**config.mk**
```make
export PLATFORM = sky130hd
export DESIGN_NAME = mc_ctrl
export DESIGN_NICKNAME = d
export VERILOG_FILES = /design/src/rtl/mc_ctrl.sv
export SDC_FILE = /design/constraint.sdc
export NUM_CORES = 1
export LEC_CHECK = 0
export ABC_AREA = 0
export BUFFER_PORTS_ARGS = -buffer_cell sky130_fd_sc_hd__buf_4
export CAP_MARGIN = 20
export CORE_MARGIN = 3
export CORE_UTILIZATION = 31
export CTS_CLUSTER_DIAMETER = 60
export CTS_CLUSTER_SIZE = 12
export DETAILED_ROUTE_END_ITERATION = 16
export GPL_ROUTABILITY_DRIVEN = 0
export GPL_TIMING_DRIVEN = 0
export HOLD_SLACK_MARGIN = 0.05
export SETUP_SLACK_MARGIN = 0.02
export SKIP_CTS_REPAIR_TIMING = 1
export SLEW_MARGIN = 0
export SYNTH_ARGS = -nofsm -noshare
export SYNTH_HDL_FRONTEND = slang
export SYNTH_SLANG_ARGS = --single-unit
```
**constraint.sdc**
```tcl
create_clock -name clk -period 1.97 [get_ports clk]
set_input_delay 0.394 -clock clk [delete_from_list [all_inputs] [get_ports clk]]
set_output_delay 0.394 -clock clk [all_outputs]
set_load 0.03 [all_outputs]
```
**src/rtl/mc_ctrl.sv**
```systemverilog
// mc_ctrl: multi-cycle sequencing controller for the RISC-V datapath.
// Fetches an instruction over a req/ack port into ir, then walks it
// through DECODE/EXEC/MEM/WB while driving the datapath selects.
module mc_ctrl (
  input  logic        clk,
  input  logic        rst,
  output logic        imem_req,
  input  logic        imem_ack,
  input  logic [31:0] imem_rdata,
  output logic        dmem_req,
  output logic        dmem_we,
  input  logic        dmem_ack,
  input  logic        branch_taken,
  output logic [31:0] ir,
  output logic [5:0]  EXTOp,
  output logic        pc_we,
  output logic [1:0]  pc_sel,
  output logic        alu_asel,
  output logic        alu_bsel,
  output logic        reg_we,
  output logic [1:0]  wd_sel,
  output logic        illegal,
  output logic [2:0]  state
);

  localparam logic [2:0] S_IDLE   = 3'd0;
  localparam logic [2:0] S_FETCH  = 3'd1;
  localparam logic [2:0] S_DECODE = 3'd2;
  localparam logic [2:0] S_EXEC   = 3'd3;
  localparam logic [2:0] S_MEM    = 3'd4;
  localparam logic [2:0] S_WB     = 3'd5;
  localparam logic [2:0] S_TRAP   = 3'd6;

  localparam logic [6:0] OP_R      = 7'b0110011;
  localparam logic [6:0] OP_IMM    = 7'b0010011;
  localparam logic [6:0] OP_LOAD   = 7'b0000011;
  localparam logic [6:0] OP_STORE  = 7'b0100011;
  localparam logic [6:0] OP_BRANCH = 7'b1100011;
  localparam logic [6:0] OP_LUI    = 7'b0110111;
  localparam logic [6:0] OP_AUIPC  = 7'b0010111;
  localparam logic [6:0] OP_JAL    = 7'b1101111;
  localparam logic [6:0] OP_JALR   = 7'b1100111;

  localparam logic [5:0] EXT_ITYPE_SHAMT = 6'b100000;
  localparam logic [5:0] EXT_ITYPE       = 6'b010000;
  localparam logic [5:0] EXT_STYPE       = 6'b001000;
  localparam logic [5:0] EXT_BTYPE       = 6'b000100;
  localparam logic [5:0] EXT_UTYPE       = 6'b000010;
  localparam logic [5:0] EXT_JTYPE       = 6'b000001;

  localparam logic [31:0] IR_NOP = 32'h00000013;

  logic [2:0] state_nx;
  logic       is_r, is_imm, is_load, is_store, is_branch;
  logic       is_lui, is_auipc, is_jal, is_jalr, legal, rd_nz;
  logic [5:0] ext_dec;
  logic [1:0] wd_dec;
  logic       dec_valid;

  // Instruction class flags from the opcode field of ir
  always_comb begin
    is_r      = (ir[6:0] == OP_R);
    is_imm    = (ir[6:0] == OP_IMM);
    is_load   = (ir[6:0] == OP_LOAD);
    is_store  = (ir[6:0] == OP_STORE);
    is_branch = (ir[6:0] == OP_BRANCH);
    is_lui    = (ir[6:0] == OP_LUI);
    is_auipc  = (ir[6:0] == OP_AUIPC);
    is_jal    = (ir[6:0] == OP_JAL);
    is_jalr   = (ir[6:0] == OP_JALR);
    legal     = is_r | is_imm | is_load | is_store | is_branch |
                is_lui | is_auipc | is_jal | is_jalr;
    rd_nz     = (ir[11:7] != 5'd0);
  end

  // Immediate format and write-data source decoded from ir
  always_comb begin
    ext_dec = '0;
    wd_dec  = 2'b00;
    if (is_imm) begin
      ext_dec = ((ir[14:12] == 3'b001) || (ir[14:12] == 3'b101)) ? EXT_ITYPE_SHAMT : EXT_ITYPE;
    end
    if (is_load || is_jalr) ext_dec = EXT_ITYPE;
    if (is_store)           ext_dec = EXT_STYPE;
    if (is_branch)          ext_dec = EXT_BTYPE;
    if (is_lui || is_auipc) ext_dec = EXT_UTYPE;
    if (is_jal)             ext_dec = EXT_JTYPE;
    if (is_load)            wd_dec  = 2'b01;
    if (is_lui)             wd_dec  = 2'b11;
    if (is_jal || is_jalr)  wd_dec  = 2'b10;
  end

  // State register and instruction register
  always_ff @(posedge clk or posedge rst) begin
    if (rst) begin
      state <= S_IDLE;
      ir    <= IR_NOP;
    end else begin
      state <= state_nx;
      if ((state == S_FETCH) && imem_ack) ir <= imem_rdata;
    end
  end

  // Next-state sequencing
  always_comb begin
    state_nx = state;
    case (state)
      S_IDLE:   state_nx = S_FETCH;
      S_FETCH:  if (imem_ack) state_nx = S_DECODE;
      S_DECODE: state_nx = legal ? S_EXEC : S_TRAP;
      S_EXEC: begin
        if (is_branch || is_jal)      state_nx = S_FETCH;
        else if (is_load || is_store) state_nx = S_MEM;
        else                          state_nx = S_WB;
      end
      S_MEM:    if (dmem_ack) state_nx = is_store ? S_FETCH : S_WB;
      S_WB:     state_nx = S_FETCH;
      S_TRAP:   state_nx = S_TRAP;
      default:  state_nx = S_IDLE;
    endcase
  end

  // Per-cycle datapath controls from state and ir
  always_comb begin
    imem_req = 1'b0;
    dmem_req = 1'b0;
    dmem_we  = 1'b0;
    pc_we    = 1'b0;
    pc_sel   = 2'b00;
    reg_we   = 1'b0;
    illegal  = 1'b0;
    EXTOp    = '0;
    alu_asel = 1'b0;
    alu_bsel = 1'b0;
    wd_sel   = 2'b00;
    dec_valid = (state == S_DECODE) || (state == S_EXEC) ||
                (state == S_MEM) || (state == S_WB);
    if (dec_valid) begin
      EXTOp    = ext_dec;
      alu_asel = is_auipc;
      alu_bsel = legal & ~is_r & ~is_branch;
      wd_sel   = wd_dec;
    end
    case (state)
      S_FETCH: imem_req = 1'b1;
      S_EXEC: begin
        if (is_branch) begin
          pc_we  = 1'b1;
          pc_sel = branch_taken ? 2'b01 : 2'b00;
        end
        if (is_jal) begin
          pc_we  = 1'b1;
          pc_sel = 2'b01;
          reg_we = rd_nz;
        end
      end
      S_MEM: begin
        dmem_req = 1'b1;
        dmem_we  = is_store;
        if (is_store && dmem_ack) pc_we = 1'b1;
      end
      S_WB: begin
        reg_we = rd_nz;
        pc_we  = 1'b1;
        pc_sel = is_jalr ? 2'b10 : 2'b00;
      end
      S_TRAP:  illegal = 1'b1;
      default: ;
    endcase
  end

endmodule

```
### After elaboration in Yosys (flattened, before gate mapping)

Cells that the tools add are included.

* equality and inequality tests: 19
* muxes and demuxes: 36
* bitwise operators: 12
* reduce and logical (&&, ||, !) cells: 15

Operator list (number)
* $mux W6: 8
* $eq A7 B6 Y1 const B: 3
* $eq A7 B7 Y1 const B: 3
* $pmux W3 S6: 1
* $mux W3: 5
* $eq A7 B5 Y1 const B: 2
* $mux W1: 14
* $eq A3 B3 Y1 const B: 4
* $mux W2: 5
* $logic_or A1 B1 Y1: 9
* $or A1 B1 Y1: 8
* $eq A7 B2 Y1 const B: 1
* $eq A3 B1 Y1 const B: 2
* $eq A3 B2 Y1 const B: 2
* $reduce_bool A5 Y1: 1
* $ne A2 B2 Y1 const B: 2
* $pmux W2 S2: 1
* $logic_not A3 Y1: 1
* $pmux W1 S3: 1
* $and A1 B1 Y1: 2
* $logic_and A1 B1 Y1: 2
* $not A1 Y1: 2
* $pmux W1 S2: 1
* $reduce_and A2 Y1: 1
* $reduce_or A2 Y1: 1

* register bits after elaboration: 35
* output and inout port bits: 53

### Logic depth before layout (Yosys ltp)

* depth after elaboration: 12
* mapped depth: 6
* depth with buffers taken out: 4

### Worst setup path after synthesis

No wires, ideal clock.

* kind: flip-flop to output port
* start: reg state[2]
* end: out EXTOp[4]
* arrival time: 2111 ps
* setup slack: -535 ps
* stages on the path, launching flop included: 5
* cell sequence: dfrtp_1 -> buf_2 -> xor2_1 -> nand2_1 -> nor4_1

* word-level cells in the longest chain between the ends: 5
* elaborated cells between the ends (all ways): 8
* those cells by class: eq/ne: 4; mux: 1; reduce/logical: 3

RTL lines
* start: declaration: RTL line 23 `output logic [2:0] state`
* start signal: assignment: RTL line 99 `state <= state_nx;`
* $eq A3 B2 Y1: RTL line 136 `dec_valid = (state == S_DECODE) || (state == S_EXEC) ||`
* $logic_or A1 B1 Y1 (2 in series): RTL line 136
* $logic_or A1 B1 Y1 (*): RTL line 137 `(state == S_MEM) || (state == S_WB);`
* $mux W6 (*): RTL line 138 `if (dec_valid) begin`
* end: declaration: RTL line 15 `output logic [5:0] EXTOp,`

Mark *: on every way between the ends. The rest lies on a longest branch, timed or not.

### Final worst setup path

* start: reg ir[0]
* end: out reg_we

* word-level cells in the longest chain between the ends: 3

RTL lines
* start: declaration: RTL line 14 `output logic [31:0] ir,`
* start signal: assignment: RTL line 100 `if ((state == S_FETCH) && imem_ack) ir <= imem_rdata;`
* $eq A7 B7 Y1: RTL line 69 `is_jal = (ir[6:0] == OP_JAL);`
* $mux W1: RTL line 151 `if (is_jal) begin`
* $pmux W1 S2: RTL line 144 `case (state)`
* end: declaration: RTL line 20 `output logic reg_we,`

No other way between the ends.

==> impl_metrics.yaml <==
worst_setup_path:
  worstPathArrival_ps: 1850
  crit_slowest_cell: "dfstp_2"
  critical_path_class: "reg -> out"
  critPathLaunchType: "flip-flop"
  path_cells: "and2_4 > nand2_4 > or4_4 > a21oi_4 > buf_6"
  timing.rr.start: "state[2]"
  crit_family: "simple AND/OR/NAND/NOR gates"
  critPathMaxStageDelay_ps: 600
  timing.rr.end: "ir[11]"
  crit_fanout: 5
  crit_required_ps: 1580
  r2r_slack_ps: 320
  end_kind: "output port"
  path_buf_inv: 1
  reg2reg_depth: 6
logic_synthesis:
  syn_area_um2: 1960
  postSynthAreaPerCell_um2: 12.0
  ys_warn_count: 0
  async_reset_ff_frac: 1.00
  ys_seq_area_frac: 0.449
  synth_ff_type: "dfrtp_1"
  synth-seq-cells: 35
  synth_nets: 200
  synth_edf_count: 0
  synth_cells: 163
  ys_types: 45
timing:
  fin_worst_skew_ps: 7.47
  fin_crit_ps: 2240
  fin_hold_ws_ps: 229
  rsz0062_at_grt: "yes"
  timing.final.ws_setup_ps: -271
  timing.fmax_mhz: 446
  slew_viol_final: 0
  worstMarginPinSlew_ps: 713
  setup_viol: 12
  hold_viol: 0
  slew_headroom: 0.524
  period_share: 1.14
floorplan:
  die-height_um: 85.5
  rows: 28
  fp.dieW_um: 85.5
  core_area_um2: 6030
  dieArea_um2: 7300
  ios: 90
  initial_core_util: 0.325
grt:
  grtUsageMet3: 0.0466
  grt_use_total: 0.142
  grt_pass1_wl_mm: 8.28
  antenna_found_initial: 0
  met1_usage: 0.196
  gr-total-overflow: 0
  use_met2: 0.217
  grt_max_degree: 21
  grt_pass1_vias: 1619
  busiest_layer: "met2"
clocking:
  clock_sinks: 35
  clockBufferDepth: 2
  h-tree-depth: 2
  path_clk_slew_ps: 70
  cts_tree: "done"
  clkLatencyLatePin_ps: 280
  cts_buffers: 5
  root_buffer: "clkbuf_8"
final_layout:
  diodes: 0
  regArea_um2: 887
  layout.nets: 304
  multi_input_area_um2: 1200
  layout.cells.non_filler: 343
  post-route-util: 0.535
  fillers: 532
  drive_gt1_frac: 0.709
  area_delta_synth_final_pct: 64.6
  design_area_um2: 3220
place:
  dpl_cell_area_um2: 2880
  dp_cells: 328
  io_buffers: 89
  dp_hpwl_mm: 3.85
route:
  drc_errors: 0
  wl_per_cell_um: 14.9
  drtIter0Drc: 46
  drt_pass1_iterations: 5
  wirelength_mm: 5.11
  vias: 1629
  drtAntennaViolNets: 0
  vias_per_cell: 4.75
outcome:
  violations: "negative setup slack"
  outcome: "finished, violations left"
pwr:
  p_total_uw: 6010
  vdd_drop_max_mv: 0.885
  p_per_area_nw_per_um2: 1860
  p_leak_uw: 0.00152
job:
  drv_cap: 0
worst_hold_path:
  holdCritPathClass: "in -> async"
-- report_power, final --
group | switching [µW] | leakage [µW] | internal, µW
clock network | 245 | 0.0000612 | 409
logic | 2110 | 0.00106 | 1790
registers | 325 | 0.000402 | 1130
-- state kept, by name, indices dropped and copies added, names as in the netlist --
register	count
ir	32
state	3
-- final cells by class --
| class | count | area share |
|---|---|---|
| Multi-Input combinational cell | 111 | 0.373 |
| Sequential cell | 35 | 0.275 |
| Timing Repair Buffer | 97 | 0.243 |
| Buffer | 12 | 0.0377 |
| Tap cell | 75 | 0.0291 |
| Clock buffer | 6 | 0.0256 |
| Clock inverter | 2 | 0.0109 |
| Inverter | 5 | 0.00583 |
-- through the flow --
step,TNS (ps),setup WS [ps]
finish,-1290,-271
global route,-2640,-337
CTS,-4390,-525
detailed placement,-327,-203
global placement,-267,-155
floorplan,-182,-52.7
-- logic make-up (layout without fill, tap and decap cells) --
family | after synthesis | after routing | synth area share
and+or+nand+nor | 54 | 54 | 0.171
muxes | 33 | 33 | 0.243
xor gates and xnor gates | 4 | 4 | 0.0179
DFF | 35 | 35 | 0.449
AOI/OAI and AO/OA | 20 | 20 | 0.0614
buffers and inverters | 17 | 122 | 0.0569
-- layout by cell type (no fill, tap or decap), types with 3 or more instances in the layout --
master / synthesis / layout
nor2_1: 7 / 4
nor3_4: 0 / 5
buf_6: 5 / 16
clkbuf_8: 0 / 6
inv_1: 4 / 3
dfrtp_1: 32 / 26
mux2_1: 4 / 4
a21oi_1: 9 / 7
nand3_1: 4 / 3
mux2_4: 28 / 28
dfstp_2: 3 / 3
dfrtp_2: 0 / 6
nor2_2: 2 / 3
buf_4: 1 / 90
nand2_1: 10 / 7
nor4_4: 0 / 3
-- Yosys cell counts, types with 4 or more instances --
cell | number | area share
a21oi_1 | 9 | 0.023
buf_2 | 4 | 0.010
buf_6 | 5 | 0.029
dfrtp_1 | 32 | 0.41
inv_1 | 4 | 0.0077
mux2_1 | 4 | 0.023
mux2_4 | 28 | 0.21
nand2_1 | 10 | 0.019
nand3_1 | 4 | 0.010
nor2_1 | 7 | 0.013
nor3_1 | 7 | 0.018
nor4_1 | 4 | 0.013
-- worst max-delay path by stage --
stage / start / end / slack [ps] / cells after the start
5_1_grt: ir[0] / reg_we / -340 / 5
4_1_cts: ir[2] / EXTOp[4] / -520 / 5
2_1_floorplan: state[2] / EXTOp[3] / -50 / 4
3_5_place_dp: ir[2] / EXTOp[4] / -200 / 5
6_report: ir[0] / reg_we / -270 / 5
3_3_place_gp: ir[2] / EXTOp[4] / -160 / 5
-- per-layer routing --
metal  vias up  part of all wire
met5         -                 0
met4         0            0.0039
met3         2             0.085
met2        69              0.49
met1       772              0.42
li1        786                 -
-- worst register-to-register path, cell delays in order, from the launching register on --
cell and delay [ps]:
dfrtp_2 440, nand2b_4 170, nor2_2 140, and2_4 160
buf_6 120, buf_6 180, mux2_4 320
(Power assumes the default switching activity.)
